File: config.mk
export PLATFORM = sky130hd
export DESIGN_NAME = seg7_scan_ctrl
export DESIGN_NICKNAME = d
export VERILOG_FILES = /design/src/rtl/seg7_pkg.sv /design/src/rtl/seg7_hex_decode.sv /design/src/rtl/seg7_scan_ctrl.sv
export SDC_FILE = /design/constraint.sdc
export NUM_CORES = 1
export LEC_CHECK = 0
export ABC_AREA = 1
export CORE_MARGIN = 1
export CORE_UTILIZATION = 45
export DETAILED_ROUTE_END_ITERATION = 12
export DONT_BUFFER_PORTS = 1
export SYNTH_ARGS = -nofsm -noshare
export SYNTH_HDL_FRONTEND = slang
export SYNTH_SLANG_ARGS = --single-unit
File: constraint.sdc
create_clock -name clk -period 2.9 [get_ports clk]
set_input_delay 0.29 -clock clk [delete_from_list [all_inputs] [get_ports clk]]
set_output_delay 0.29 -clock clk [all_outputs]
set_load 0.01 [all_outputs]
File: src/rtl/seg7_pkg.sv
// Shared types and constants for the 4-digit seven-segment scan controller.
package seg7_pkg;

    localparam int unsigned NUM_DIGITS = 4;

    typedef enum logic [1:0] {
        StIdle,
        StBlank,
        StShow
    } scan_state_e;

    // Segments a..g in bits 0..6, active-high; index is the hex nibble.
    localparam logic [6:0] SEG_TABLE [16] = '{
        7'h3F, 7'h06, 7'h5B, 7'h4F, 7'h66, 7'h6D, 7'h7D, 7'h07,
        7'h7F, 7'h6F, 7'h77, 7'h7C, 7'h39, 7'h5E, 7'h79, 7'h71
    };

endpackage

File: src/rtl/seg7_hex_decode.sv
// Combinational hex nibble to seven-segment pattern decoder.
module seg7_hex_decode
    import seg7_pkg::*;
(
    input  logic [3:0] hex,
    output logic [6:0] seg
);

    assign seg = SEG_TABLE[hex];

endmodule

File: src/rtl/seg7_scan_ctrl.sv
// Time-multiplexed 4-digit seven-segment scanner with shadow/active digit registers.
// Optional leading-zero blanking is enabled by defining SEG7_SCAN_ZERO_BLANK_EN.
module seg7_scan_ctrl
    import seg7_pkg::*;
#(
    parameter int unsigned PRESCALE = 1000,
    parameter int unsigned BLANK    = 4
) (
    input  logic       clk,
    input  logic       rst_n,
    input  logic       en,
    input  logic       wr_en,
    input  logic [1:0] wr_addr,
    input  logic [3:0] wr_data,
    input  logic       commit,
    output logic [6:0] seg,
    output logic [3:0] dig_en,
    output logic       commit_pend,
    output logic       frame_done
);

    localparam int unsigned CntMax = (PRESCALE > BLANK) ? PRESCALE : BLANK;
    localparam int unsigned CntW   = $clog2(CntMax + 1);

    scan_state_e     state_q, state_d;
    logic [1:0]      idx_q, idx_d;
    logic [CntW-1:0] cnt_q, cnt_d;
    logic [3:0]      shadow_q [NUM_DIGITS];
    logic [3:0]      shadow_byp [NUM_DIGITS];
    logic [3:0]      active_q [NUM_DIGITS];
    logic [3:0]      active_d [NUM_DIGITS];
    logic            commit_pend_q, commit_pend_d;
    logic [6:0]      seg_q, seg_d;
    logic [3:0]      dig_en_q, dig_en_d;
    logic            frame_done_q, frame_done_d;

    logic            last;
    logic            boundary;
    logic            do_copy;
    logic            lz;
    logic [3:0]      dec_hex;
    logic [6:0]      dec_seg;

    assign last     = (cnt_q == CntW'(1));
    assign boundary = (state_q == StShow) && last && (idx_q == 2'd3);
    assign do_copy  = boundary && (commit_pend_q || commit);

    // Next-state: scan sequencing, commit tracking and the boundary copy.
    always_comb begin
        state_d       = state_q;
        idx_d         = idx_q;
        cnt_d         = cnt_q;
        commit_pend_d = commit_pend_q;
        shadow_byp    = shadow_q;
        active_d      = active_q;

        unique case (state_q)
            StIdle: begin
                idx_d = 2'd0;
                cnt_d = '0;
                if (en) begin
                    state_d = StBlank;
                    cnt_d   = CntW'(BLANK);
                end
            end
            StBlank: begin
                if (last) begin
                    state_d = StShow;
                    cnt_d   = CntW'(PRESCALE);
                end else begin
                    cnt_d = cnt_q - CntW'(1);
                end
            end
            StShow: begin
                if (last) begin
                    state_d = StBlank;
                    cnt_d   = CntW'(BLANK);
                    idx_d   = idx_q + 2'd1;
                end else begin
                    cnt_d = cnt_q - CntW'(1);
                end
            end
            default: state_d = StIdle;
        endcase

        if (!en) begin
            state_d = StIdle;
            idx_d   = 2'd0;
            cnt_d   = '0;
        end

        // A write landing in the boundary cycle is folded into the copy.
        if (wr_en) begin
            shadow_byp[wr_addr] = wr_data;
        end

        if (do_copy) begin
            active_d      = shadow_byp;
            commit_pend_d = 1'b0;
        end else if (commit) begin
            commit_pend_d = 1'b1;
        end
    end

    assign dec_hex = active_d[idx_d];

    seg7_hex_decode u_hex_decode (
        .hex (dec_hex),
        .seg (dec_seg)
    );

    // Outputs are derived from the next state so the registered values line up with it.
    always_comb begin
        dig_en_d     = 4'b0000;
        seg_d        = 7'h00;
        frame_done_d = 1'b0;
        lz           = 1'b0;
`ifdef SEG7_SCAN_ZERO_BLANK_EN
        lz = (idx_d != 2'd0);
        for (int i = 1; i < NUM_DIGITS; i++) begin
            if (i >= int'(idx_d) && active_d[i] != 4'd0) begin
                lz = 1'b0;
            end
        end
`endif
        if (state_d == StShow) begin
            dig_en_d     = 4'b0001 << idx_d;
            seg_d        = lz ? 7'h00 : dec_seg;
            frame_done_d = (cnt_d == CntW'(1)) && (idx_d == 2'd3);
        end
    end

    always_ff @(posedge clk or negedge rst_n) begin
        if (!rst_n) begin
            state_q       <= StIdle;
            idx_q         <= 2'd0;
            cnt_q         <= '0;
            shadow_q      <= '{default: 4'd0};
            active_q      <= '{default: 4'd0};
            commit_pend_q <= 1'b0;
            seg_q         <= 7'h00;
            dig_en_q      <= 4'b0000;
            frame_done_q  <= 1'b0;
        end else begin
            state_q       <= state_d;
            idx_q         <= idx_d;
            cnt_q         <= cnt_d;
            active_q      <= active_d;
            commit_pend_q <= commit_pend_d;
            seg_q         <= seg_d;
            dig_en_q      <= dig_en_d;
            frame_done_q  <= frame_done_d;
            if (wr_en) begin
                shadow_q[wr_addr] <= wr_data;
            end
        end
    end

    assign seg         = seg_q;
    assign dig_en      = dig_en_q;
    assign commit_pend = commit_pend_q;
    assign frame_done  = frame_done_q;

endmodule

==> out/results.txt <==
Hold WS: 0.0870 ns
# rows: 30
Vias per Instance: 4.89
Worst setup SP type: register
cell chain of the critical path: inv_1 > ha_2 > nand2_2 > nor2_4 > nand4_4 > nor2_4 > buf_12 > nand2_2 > nand2_2 > nand2_1 > nand2_1 > nand2_1 > nand2_2 > inv_1 > ha_1 > nand3b_1 > nand3_1 > a21oi_2
Filler Cell Count: 670
Final ANT Viol Nets: 0
crit path kind: reg -> reg
total vias in the final route: 2,479
Worst EP required: 3.11 ns
DR pass1 iterations: 5
Slowest cell on crit path: dfrtp_1
pre-CTS WS: 0.130 ns
worst r2r src: cnt_q[1]
top_reg_cell synth: dfrtp_1
Die Wd: 85.9 microns
Min Clock Period, post-route: 2.68 ns
post-synth cell types: 35
Slew Viols, Final: 0
Final #Nets: 426
Antenna Cells: 0
Lkg Pwr: 0.00185 uW
Layout Skew: 0.00518 ns
relative slew slack: 70.7%
Yosys top cell area share: 46.6%
area grow syn2layout: 11.4%
cell taking the most area after synthesis: dfrtp_1
worst hold start: en
Clock Latency Late Sink: 0.33 ns
worst r2r dst: seg[5]
Max Root-Sink Buffers: 2
WHS Endpoint: cnt_q[6]
Setup TNS: 0 ns
FFs w/ async S/R, synth: 100%
fmax: 373 MHz
CTS buffer count: 9
pin count of the biggest net entering global routing: 60
reg-to-reg slack, setup: 0.22 ns
Clock H-tree levels: 3
clock root buffer: clkbuf_8
Clock transition at path regs: 0.06 ns
Starting Density: 46.6%
VDD IR max: 0.278 mV
CP Capture Type: register
dominant cells by area after synthesis: dfrtp_1 47%, nand2_1 11%, inv_1 5.4%, nand2_2 4.9%, o21ai_0 4.4%
YS warnings: 0
first-pass GRT wire length: 11.7 mm
Post-Syn Area: 3170 sq um
worst r2r path cells: 18
most used cell, CP: nand2_2
global placement routability congestion: 0.837
Hold Path Depth: 2
vias in the first global route: 2,416
Final period util: 92.4%
Core Box Area: 6790 sq um
#FFs+latches synth: 59
initial antenna violation count: 0
final count of hold timing violations: 0
Pwr Density: 781 nW/um^2
dpl hpwl: 4.86 mm
Routed WL per cell: 13.5 microns
io pins: 24
Slew @ Worst Pin: 0.438 ns
drt initial violations: 158
final-report setup violation count: 0
Hold Path Class: in -> reg
Worst Path Max Fanout: 8
die area: 7380 sq um
status: finished clean
crit path DAT: 2.89 ns
total of max-cap violations: 0
total length of routed wires: 6.82 mm
Critical Path Max Stage Delay: 0.38 ns
Post-route DRC: 0
Seq/Total Area, Yosys: 46.6%
Synth Instances: 392
GR Overflow Total: 0
share of cells above drive strength 1: 17.5%
Overall Global Routing Usage: 20.8%
Mean Syn Cell Area: 8.08 sq um
clock sink count: 59
Post-synth EDFFs: 0
CTS tree: done
Die Y: 85.9 microns
port bufs: 0
Syn Nets: 411
post-route setup slack: 0.222 ns
==> layer usage <==
| layer | vias to the layer above | wire, microns | track usage [%] |
|---|---|---|---|
| met2 | 43 | 3110 | 32.3 |
| li1 | 1271 | - | - |
| met5 | - | 0 | 0 |
| met3 | 12 | 274 | 3.75 |
| met1 | 1153 | 3320 | 28.2 |
| met4 | 0 | 118 | 9.55 |
==> state kept, by name, indices dropped and copies added (netlist names) <==
signal and flops:
seg 7, commit_pend 1, shadow_q 16, dig_en 4, idx_q 2, cnt_q 10
state_q 2, active_q 16, frame_done 1
==> power by group <==
| group | switching, uW | leakage, uW | internal [uW] |
|---|---|---|---|
| sequential | 116 | 0.000780 | 963 |
| clock | 310 | 0.0000902 | 390 |
| combinational | 654 | 0.000981 | 327 |
| total | 1080 | 0.00185 | 1680 |
==> cell families (layout without fill, tap and decap cells) <==
| group | count (synthesis) | after routing | synth area share (%) |
|---|---|---|---|
| AND/OR/NAND/NOR | 216 | 216 | 33.3 |
| AO/OA/AOI/OAI | 53 | 53 | 9.24 |
| flip-flops | 59 | 59 | 46.6 |
| XOR/XNOR | 2 | 2 | 0.553 |
| buffers and inverters | 54 | 73 | 7.19 |
| adder cells (fa/ha/maj) | 8 | 8 | 3.16 |
==> how the worst max path moves through the flow <==
stage / from / endpoint / slack [ns] / depth (start not counted)
after floorplan: cnt_q[1] / seg[3] / 0.50 / 18
after global placement: cnt_q[1] / seg[3] / 0.20 / 18
after detailed placement: cnt_q[1] / seg[3] / 0.13 / 18
after CTS: cnt_q[1] / seg[3] / 0.11 / 18
after global routing: cnt_q[1] / seg[0] / -0.002 / 20
final: cnt_q[1] / seg[5] / 0.22 / 18
==> stage by stage <==
| stage | utilization, % | area [sq um] | cells | total power, uW |
|---|---|---|---|---|
| 2_1_floorplan | - | 3170 | 392 | 1830 |
| 5_1_grt | 52.0 | 3530 | 507 | 2980 |
| 3_5_place_dp | 48.2 | 3280 | 487 | 2030 |
| 6_report | 52.0 | 3530 | 507 | 2760 |
| 3_3_place_gp | 48.2 | 3280 | 487 | 2030 |
| 4_1_cts | 51.4 | 3490 | 504 | 2760 |
==> repair_timing <==
item,CTS,global route
resized for setup,0,3
hold buffers,2,0
setup endpoints to repair,0,7
setup buffers,0,3
hold endpoints to repair,59,0
==> critical path: cells and delay by family (launching register included) <==
kind                       cells  cell delay (ns)
buffers and inverters          3             0.35
AOI/OAI and AO/OA              1             0.05
DFF                            1             0.38
adders and majority gates      2             0.42
and+or+nand+nor               12             1.35
==> cell type report <==
class                      count  area, sq um  share of cell area [%]
clock buffer                  12          135                    3.83
clock inverter                 3         40.0                    1.13
inverter                      50          193                    5.46
multi-input combinational    279         1470                    41.7
sequential                    59         1480                    41.8
tap                           96          120                    3.40
timing repair buffer           8         95.1                    2.69
==> placed cells by master, fill, tap and decap left out, types with 2 or more instances in the layout <==
cell type  count
nor3_1         7
dfrtp_1       59
nor2_1        37
nor2_4         4
nor2_2         7
o21a_1         3
o21ai_1        3
and2_1         3
clkbuf_8       9
buf_4          5
inv_1         45
nand3_1       22
ha_1           7
o21bai_1       2
o21ai_0       28
inv_2          3
inv_4          2
a21oi_1       12
clkinv_2       2
nand3_2        2
nand4_1        3
nand2_1       96
nand3b_1       3
nand2_4        4
nand2_2       25
clkbuf_1       3
==> Yosys cell counts, types with 2 or more instances <==
library cell / number
nand2_1: 96
dfrtp_1: 59
inv_1: 46
nor2_1: 37
o21ai_0: 28
nand2_2: 25
nand3_1: 23
a21oi_1: 12
ha_1: 8
nor2_2: 7
nor3_1: 7
nand2_4: 4
nor2_4: 4
and2_1: 3
nand3b_1: 3
nand4_1: 3
o21a_1: 3
o21ai_1: 3
buf_6: 2
inv_2: 2
inv_4: 2
o21bai_1: 2
No activity file was read; power rests on OpenSTA's default activity.
